===== src/rtl/pipe_stage_reg_if.sv =====
// Handshake bundle for pipe_stage_reg: upstream valid/ready/data and downstream valid/ready/data.
// The stage binds the slave modport; the surrounding producer/consumer binds master.
interface pipe_stage_reg_if #(
    parameter int DATA_W = 101
);
    logic              in_valid;
    logic              in_ready;
    logic [DATA_W-1:0] in_data;
    logic              out_valid;
    logic              out_ready;
    logic [DATA_W-1:0] out_data;

    modport slave (
        input  in_valid,
        input  in_data,
        input  out_ready,
        output in_ready,
        output out_valid,
        output out_data
    );

    modport master (
        output in_valid,
        output in_data,
        output out_ready,
        input  in_ready,
        input  out_valid,
        input  out_data
    );
endinterface


===== src/rtl/pipe_stage_reg.sv =====
// Valid/ready pipeline stage register with bubble/stall performance counters.
// Optional macro PIPE_STAGE_SKID_EN adds a skid entry behind the head and registers in_ready.
module pipe_stage_reg #(
    parameter int DATA_W     = 101,
    parameter int CNT_W      = 16,
    parameter int CLEAR_DATA = 1
) (
    input  logic                clk,
    input  logic                reset_n,
    pipe_stage_reg_if.slave     bus,
    input  logic                flush,
    input  logic                cnt_clr,
    output logic [CNT_W-1:0]    bubble_cnt,
    output logic [CNT_W-1:0]    stall_cnt
);

    localparam logic [CNT_W-1:0] CNT_ONE = {{(CNT_W-1){1'b0}}, 1'b1};
    localparam logic [CNT_W-1:0] CNT_MAX = {CNT_W{1'b1}};

    function automatic logic [CNT_W-1:0] sat_inc(input logic [CNT_W-1:0] v);
        logic [CNT_W-1:0] r;
        if (v == CNT_MAX) begin
            r = v;
        end else begin
            r = v + CNT_ONE;
        end
        return r;
    endfunction

    logic              head_valid_q;
    logic              head_valid_d;
    logic [DATA_W-1:0] head_data_q;
    logic [DATA_W-1:0] head_data_d;
    logic              accept_s;
    logic              drain_s;
    logic [CNT_W-1:0]  bubble_q;
    logic [CNT_W-1:0]  bubble_d;
    logic [CNT_W-1:0]  stall_q;
    logic [CNT_W-1:0]  stall_d;

    assign drain_s       = head_valid_q & bus.out_ready;
    assign bus.out_valid = head_valid_q;
    assign bus.out_data  = head_data_q;
    assign bubble_cnt    = bubble_q;
    assign stall_cnt     = stall_q;

`ifdef PIPE_STAGE_SKID_EN
    logic              skid_valid_q;
    logic              skid_valid_d;
    logic [DATA_W-1:0] skid_data_q;
    logic [DATA_W-1:0] skid_data_d;
    logic              in_ready_q;
    logic              in_ready_d;

    // in_ready comes straight from a flop so out_ready never reaches it combinationally
    assign bus.in_ready = in_ready_q;
    assign accept_s     = bus.in_valid & in_ready_q & ~flush;
    assign in_ready_d   = ~skid_valid_d;

    // Next state of head and skid entries
    always_comb begin
        head_valid_d = head_valid_q;
        head_data_d  = head_data_q;
        skid_valid_d = skid_valid_q;
        skid_data_d  = skid_data_q;
        if (flush) begin
            head_valid_d = 1'b0;
            skid_valid_d = 1'b0;
            if (CLEAR_DATA != 0) begin
                head_data_d = '0;
                skid_data_d = '0;
            end else begin
                head_data_d = head_data_q;
                skid_data_d = skid_data_q;
            end
        end else if (skid_valid_q) begin
            // Full: in_ready is low, so only a drain can move things along
            if (drain_s) begin
                head_data_d  = skid_data_q;
                skid_valid_d = 1'b0;
            end else begin
                skid_valid_d = 1'b1;
            end
        end else if (accept_s) begin
            if (head_valid_q && !drain_s) begin
                skid_valid_d = 1'b1;
                skid_data_d  = bus.in_data;
            end else begin
                head_valid_d = 1'b1;
                head_data_d  = bus.in_data;
            end
        end else if (drain_s) begin
            head_valid_d = 1'b0;
        end else begin
            head_valid_d = head_valid_q;
        end
    end

    // Valid bits and registered in_ready
    always_ff @(posedge clk or negedge reset_n) begin
        if (!reset_n) begin
            head_valid_q <= 1'b0;
            skid_valid_q <= 1'b0;
            in_ready_q   <= 1'b1;
        end else begin
            head_valid_q <= head_valid_d;
            skid_valid_q <= skid_valid_d;
            in_ready_q   <= in_ready_d;
        end
    end

    if (CLEAR_DATA != 0) begin : g_data_clr
        // Payload storage, cleared by reset
        always_ff @(posedge clk or negedge reset_n) begin
            if (!reset_n) begin
                head_data_q <= '0;
                skid_data_q <= '0;
            end else begin
                head_data_q <= head_data_d;
                skid_data_q <= skid_data_d;
            end
        end
    end else begin : g_data_keep
        // Payload storage, left untouched by reset
        always_ff @(posedge clk) begin
            head_data_q <= head_data_d;
            skid_data_q <= skid_data_d;
        end
    end
`else
    logic in_ready_s;

    assign in_ready_s   = ~head_valid_q | bus.out_ready;
    assign bus.in_ready = in_ready_s;
    assign accept_s     = bus.in_valid & in_ready_s & ~flush;

    // Next state of the single head entry; accept-with-drain simply overwrites it
    always_comb begin
        head_valid_d = head_valid_q;
        head_data_d  = head_data_q;
        if (flush) begin
            head_valid_d = 1'b0;
            if (CLEAR_DATA != 0) begin
                head_data_d = '0;
            end else begin
                head_data_d = head_data_q;
            end
        end else if (accept_s) begin
            head_valid_d = 1'b1;
            head_data_d  = bus.in_data;
        end else if (drain_s) begin
            head_valid_d = 1'b0;
        end else begin
            head_valid_d = head_valid_q;
        end
    end

    // Head valid bit
    always_ff @(posedge clk or negedge reset_n) begin
        if (!reset_n) begin
            head_valid_q <= 1'b0;
        end else begin
            head_valid_q <= head_valid_d;
        end
    end

    if (CLEAR_DATA != 0) begin : g_data_clr
        // Head payload, cleared by reset
        always_ff @(posedge clk or negedge reset_n) begin
            if (!reset_n) begin
                head_data_q <= '0;
            end else begin
                head_data_q <= head_data_d;
            end
        end
    end else begin : g_data_keep
        // Head payload, left untouched by reset
        always_ff @(posedge clk) begin
            head_data_q <= head_data_d;
        end
    end
`endif

    // Counter next state: clear wins over increment; flush has no effect here
    always_comb begin
        bubble_d = bubble_q;
        stall_d  = stall_q;
        if (cnt_clr) begin
            bubble_d = '0;
            stall_d  = '0;
        end else begin
            if (!head_valid_q) begin
                bubble_d = sat_inc(bubble_q);
            end else begin
                bubble_d = bubble_q;
            end
            if (head_valid_q && !bus.out_ready) begin
                stall_d = sat_inc(stall_q);
            end else begin
                stall_d = stall_q;
            end
        end
    end

    // Performance counter registers
    always_ff @(posedge clk or negedge reset_n) begin
        if (!reset_n) begin
            bubble_q <= '0;
            stall_q  <= '0;
        end else begin
            bubble_q <= bubble_d;
            stall_q  <= stall_d;
        end
    end

endmodule


===== src/flat_wrapper.sv =====
// flat-port wrapper written by rule: the top's interface ports become plain ports
module pipe_stage_reg_flat 
#(
    parameter int DATA_W     = 101,
    parameter int CNT_W      = 16,
    parameter int CLEAR_DATA = 1
)
  (clk, reset_n, flush, cnt_clr, bubble_cnt, stall_cnt, bus_in_valid, bus_in_data, bus_out_ready, bus_in_ready, bus_out_valid, bus_out_data);
  pipe_stage_reg_if #(.DATA_W(DATA_W)) bus_i ();
  input  logic clk;
  input  logic reset_n;
  input  logic flush;
  input  logic cnt_clr;
  output logic [CNT_W-1:0] bubble_cnt;
  output logic [CNT_W-1:0] stall_cnt;
  input wire logic [$bits(bus_i.in_valid)-1:0] bus_in_valid;
  input wire logic [$bits(bus_i.in_data)-1:0] bus_in_data;
  input wire logic [$bits(bus_i.out_ready)-1:0] bus_out_ready;
  output wire logic [$bits(bus_i.in_ready)-1:0] bus_in_ready;
  output wire logic [$bits(bus_i.out_valid)-1:0] bus_out_valid;
  output wire logic [$bits(bus_i.out_data)-1:0] bus_out_data;
  assign bus_i.in_valid = bus_in_valid;
  assign bus_i.in_data = bus_in_data;
  assign bus_i.out_ready = bus_out_ready;
  assign bus_in_ready = bus_i.in_ready;
  assign bus_out_valid = bus_i.out_valid;
  assign bus_out_data = bus_i.out_data;
  pipe_stage_reg #(.DATA_W(DATA_W), .CNT_W(CNT_W), .CLEAR_DATA(CLEAR_DATA)) u_core (.clk(clk), .reset_n(reset_n), .bus(bus_i), .flush(flush), .cnt_clr(cnt_clr), .bubble_cnt(bubble_cnt), .stall_cnt(stall_cnt));
endmodule

===== config.mk =====
export PLATFORM = sky130hd
export DESIGN_NAME = pipe_stage_reg_flat
export DESIGN_NICKNAME = d
export VERILOG_FILES = /design/src/rtl/pipe_stage_reg_if.sv /design/src/rtl/pipe_stage_reg.sv /design/src/flat_wrapper.sv
export SDC_FILE = /design/constraint.sdc
export NUM_CORES = 1
export LEC_CHECK = 0
export CAP_MARGIN = 20
export CORE_MARGIN = 2
export CORE_UTILIZATION = 42
export CTS_CLUSTER_DIAMETER = 100
export DETAILED_ROUTE_END_ITERATION = 16
export GPL_TIMING_DRIVEN = 1
export PLACE_DENSITY = 0.87
export RECOVER_POWER = 100
export SYNTH_ARGS = -nofsm -noshare
export SYNTH_HDL_FRONTEND = slang
export SYNTH_SLANG_ARGS = --single-unit

===== constraint.sdc =====
create_clock -name clk -period 2.2 [get_ports clk]
set_input_delay 0.44 -clock clk [delete_from_list [all_inputs] [get_ports clk]]
set_output_delay 0.44 -clock clk [all_outputs]
set_load 0.02 [all_outputs]

==> impl_results.md <==
- HP Start: u_core.bus.out_data[53]
- Outcome: finished, final reports clean
- Ys flop type: dfrtp_1
- Fin Setup TNS: 0 ns
- Area of the multi-input gates: ~0.0018 mm2
- Core Region: between 0.01 and 0.015 mm2
- Setup violations, final: 0
- Clock share of power: 0.444
- Antenna Cells: 0
- Synthesized area: roughly 0.0054 mm2
- H-tree Lvls: 4
- Req. time, crit path: about 1.8 ns
- Compound-Gate Fraction of Synth Area: 0.230
- Crit path max fanout: 5
- F_max: ~470 MHz
- Setup WS pre-CTS: 0.00121 ns
- 1st-iter DRT viols: a little over 400
- Max-Cap Viols: 0
- Crit-path slowest cell: clkdlybuf4s50_1
- Clock buffer count from CTS: 17
- Final core occ: 0.691
- Max-slew headroom: 0.471
- Wire length per cell: between 15 and 20 um
- Vias per cell: around 5.5
- Worst slew pin tran: about 0.79 ns
- CP endpoint: bus_in_ready
- Worst R2R Path Depth: 7
- Synth Warn #: 0
- Antenna viol nets, final: 0
- Num rows: between 40 and 50
- Reg area: 0.00335 mm2
- Vias in the first global route: between 4000 and 5000
- Global placer's final weighted congestion: 0.887
- Crit path launch: u_core.bus.out_valid
- Post-synthesis mux area share: 0.00817
- EDFF count, synth: 0
- First-pass GRT wire length: ~25000 um
- Final period util: 0.958
- Tot Pwr: 6.36 mW
- Starting density of the core: 0.428
- Reg2Reg Setup Slack: 0.15 ns
- Worst Path Arrival: about 1.7 ns
- Total track usage: 0.236
- Critical R2R Capture: u_core.bus.out_data[59]
- Worst Path Buf+Inv: 2
- RR Startpoint: u_core.bus.out_valid
- Die X: between 100 and 150 um
- Synthesized instance count: 427
- CP Class: flip-flop to output pin
- Initial antenna violation count: 0
- CP cell instances: nor2b_1 > inv_1 > clkdlybuf4s50_1
- Largest net degree at the start of global routing: 75
- Min Hold Slack: between 0.4 and 0.5 ns
- Final Hold Viols: 0
- Vias: between 4000 and 5000
- Pleak: slightly above 4 nW
- Synth Area in Adders: 0.00467
- Postcts setup bufs: 0
- Clk_skew: ~0.0066 ns
- # nets final: about 790
- Post-CTS Hold Fix Bufs: 1
- XOR/XNOR Fraction of Synth Area: 0.00163
- Root buffer cell: clkbuf_16
- GRT Residual Overflow: 0
- Residual DRC count: 0
- Ys async rst share: 1.00
- Post_cts resized: 0
- Placed insts: 830
- Pins over their slew limit: 0
- CP top delay family: buffers and inverters
- Crit. End Element: output pin
- Switching Share: 0.239
- Syn_nets: about 540
- Final WL: 16000 um
- Synth cell types: 39
- Clock latency on the worst-skew pair: between 0.4 and 0.5 ns
- Main combinational cell family by area after synthesis: compound AO/OA/AOI/OAI gates
- Setup WS post-layout: roughly 0.09 ns
- Fillers: 871
- Combinational power share: 0.137
- Number of stages on the worst setup path: 3
- Area Overhead vs Synth: 61.5%
- Full die area: 0.0137 mm2
- VDD IR max: 645 uV
- PwrDens: around 730 mW/mm2
- Post-route design area: about 0.0087 mm2
- I/O Buffers: 241
- Hold Path Class: flip-flop to flip-flop
- Startpoint Class: flip-flop
- Post-DP HPWL: roughly 11000 um
- Clk slew on worst S/H paths: 0.06 ns
- Commonest non-fill, non-tap cell in the layout: dlygate4sd3_1
- Pre-antenna DRT Iters: 5
- Commonest cells after routing, fill and taps aside: dlygate4sd3_1 (135), dfrtp_1 (134), clkdlybuf4s50_1 (106), a22o_1 (101), a21oi_1 (24)
- I/O pin count: about 240
- Syn Area/Cell: 12.5 um2
- Placed cell area: between 0.008 and 0.009 mm2
- Unrepaired setup endpoints after global routing: false
- Simple logic cell fraction of the synthesized area: 0.0974
- Num Clock Sinks: 134
- P_sw: roughly 1.5 mW
- Layout Cells excl Fill: between 800 and 900
- Int Power: 4.84 mW
- Register share of total power: 0.419
- Tmin final: around 2.1 ns
- CTS tree: yes
- Register bit total from synthesis: between 100 and 150
- Die Y-Extent: ~120 um
- Worst path max stage delay: 0.60 ns
- Layout cells sized above 1: 0.0825
- Seq/Total Area, Yosys: 0.626
- Longest Clk Path Bufs: 2
==> cell usage after synthesis (2+ instances only) <==
| cell type | count | area share |
|---|---|---|
| a21oi_1 | 25 | 0.023 |
| a22o_1 | 101 | 0.17 |
| a31oi_1 | 2 | 0.0023 |
| and3_1 | 2 | 0.0023 |
| and4_1 | 2 | 0.0033 |
| buf_2 | 13 | 0.012 |
| clkbuf_1 | 14 | 0.0098 |
| dfrtp_1 | 134 | 0.63 |
| ha_1 | 2 | 0.0047 |
| inv_1 | 7 | 0.0049 |
| mux2_2 | 3 | 0.0063 |
| nand2_1 | 16 | 0.011 |
| nand3_1 | 11 | 0.010 |
| nand4_1 | 8 | 0.0093 |
| nor2_1 | 10 | 0.0070 |
| nor2b_1 | 4 | 0.0047 |
| nor3_1 | 4 | 0.0037 |
| nor4_1 | 5 | 0.0058 |
| o21a_1 | 2 | 0.0028 |
| o21ai_0 | 12 | 0.011 |
| o311ai_0 | 2 | 0.0033 |
| o31ai_1 | 9 | 0.013 |
| o41ai_1 | 3 | 0.0049 |
| or3_1 | 11 | 0.013 |
| or3_2 | 2 | 0.0028 |
| or4_1 | 10 | 0.014 |
==> power by group through the flow <==
stage / sequential [mW] / clock [mW] / combinational (mW)
finish: 2.66 / 2.82 / 0.871
global route: 2.68 / 2.98 / 0.925
CTS: 2.67 / 2.86 / 0.937
detailed placement: 2.70 / 0 / 0.931
global placement: 2.70 / 0 / 0.905
floorplan: 2.84 / 0 / 0.193
==> kinds of logic after synthesis <==
| logic type | after synthesis |
|---|---|
| AOI/OAI and AO/OA | 159 |
| DFF | 134 |
| buffers and inverters | 36 |
| adders and majority gates | 2 |
| and+or+nand+nor | 91 |
| xor gates and xnor gates | 1 |
| muxes | 4 |
==> per-layer routing <==
layer	track usage	part of all wire	vias to the layer above
met1	0.301	0.40	2347
met2	0.371	0.49	243
met5	0	0	-
met3	0.0798	0.082	37
li1	-	-	2156
met4	0.0988	0.027	0
==> sequential cells by signal, summed over array words and instances, names as in the netlist <==
signal and cells:
u_core.bubble_cnt 16, u_core.bus.out_data 101, u_core.bus.out_valid 1, u_core.stall_cnt 16
==> worst min path at each step <==
stage	endpoint	slack, ns	cells after the start
finish	u_core.bus.out_data[53]	0.50	1
global route	u_core.bus.out_data[80]	0.51	1
CTS	u_core.stall_cnt[0]	0.47	2
detailed placement	u_core.bubble_cnt[13]	0.34	1
global placement	u_core.bubble_cnt[13]	0.33	1
floorplan	u_core.bubble_cnt[0]	0.14	0
==> final cells by class <==
class | instances | share of cell area
Timing Repair Buffer | 261 | 0.303
Clock buffer | 23 | 0.0575
Sequential cell | 134 | 0.388
Clock inverter | 9 | 0.0113
Inverter | 7 | 0.00304
Multi-Input combinational cell | 257 | 0.213
Tap cell | 172 | 0.0249
No activity file was read; power rests on OpenSTA's default activity.
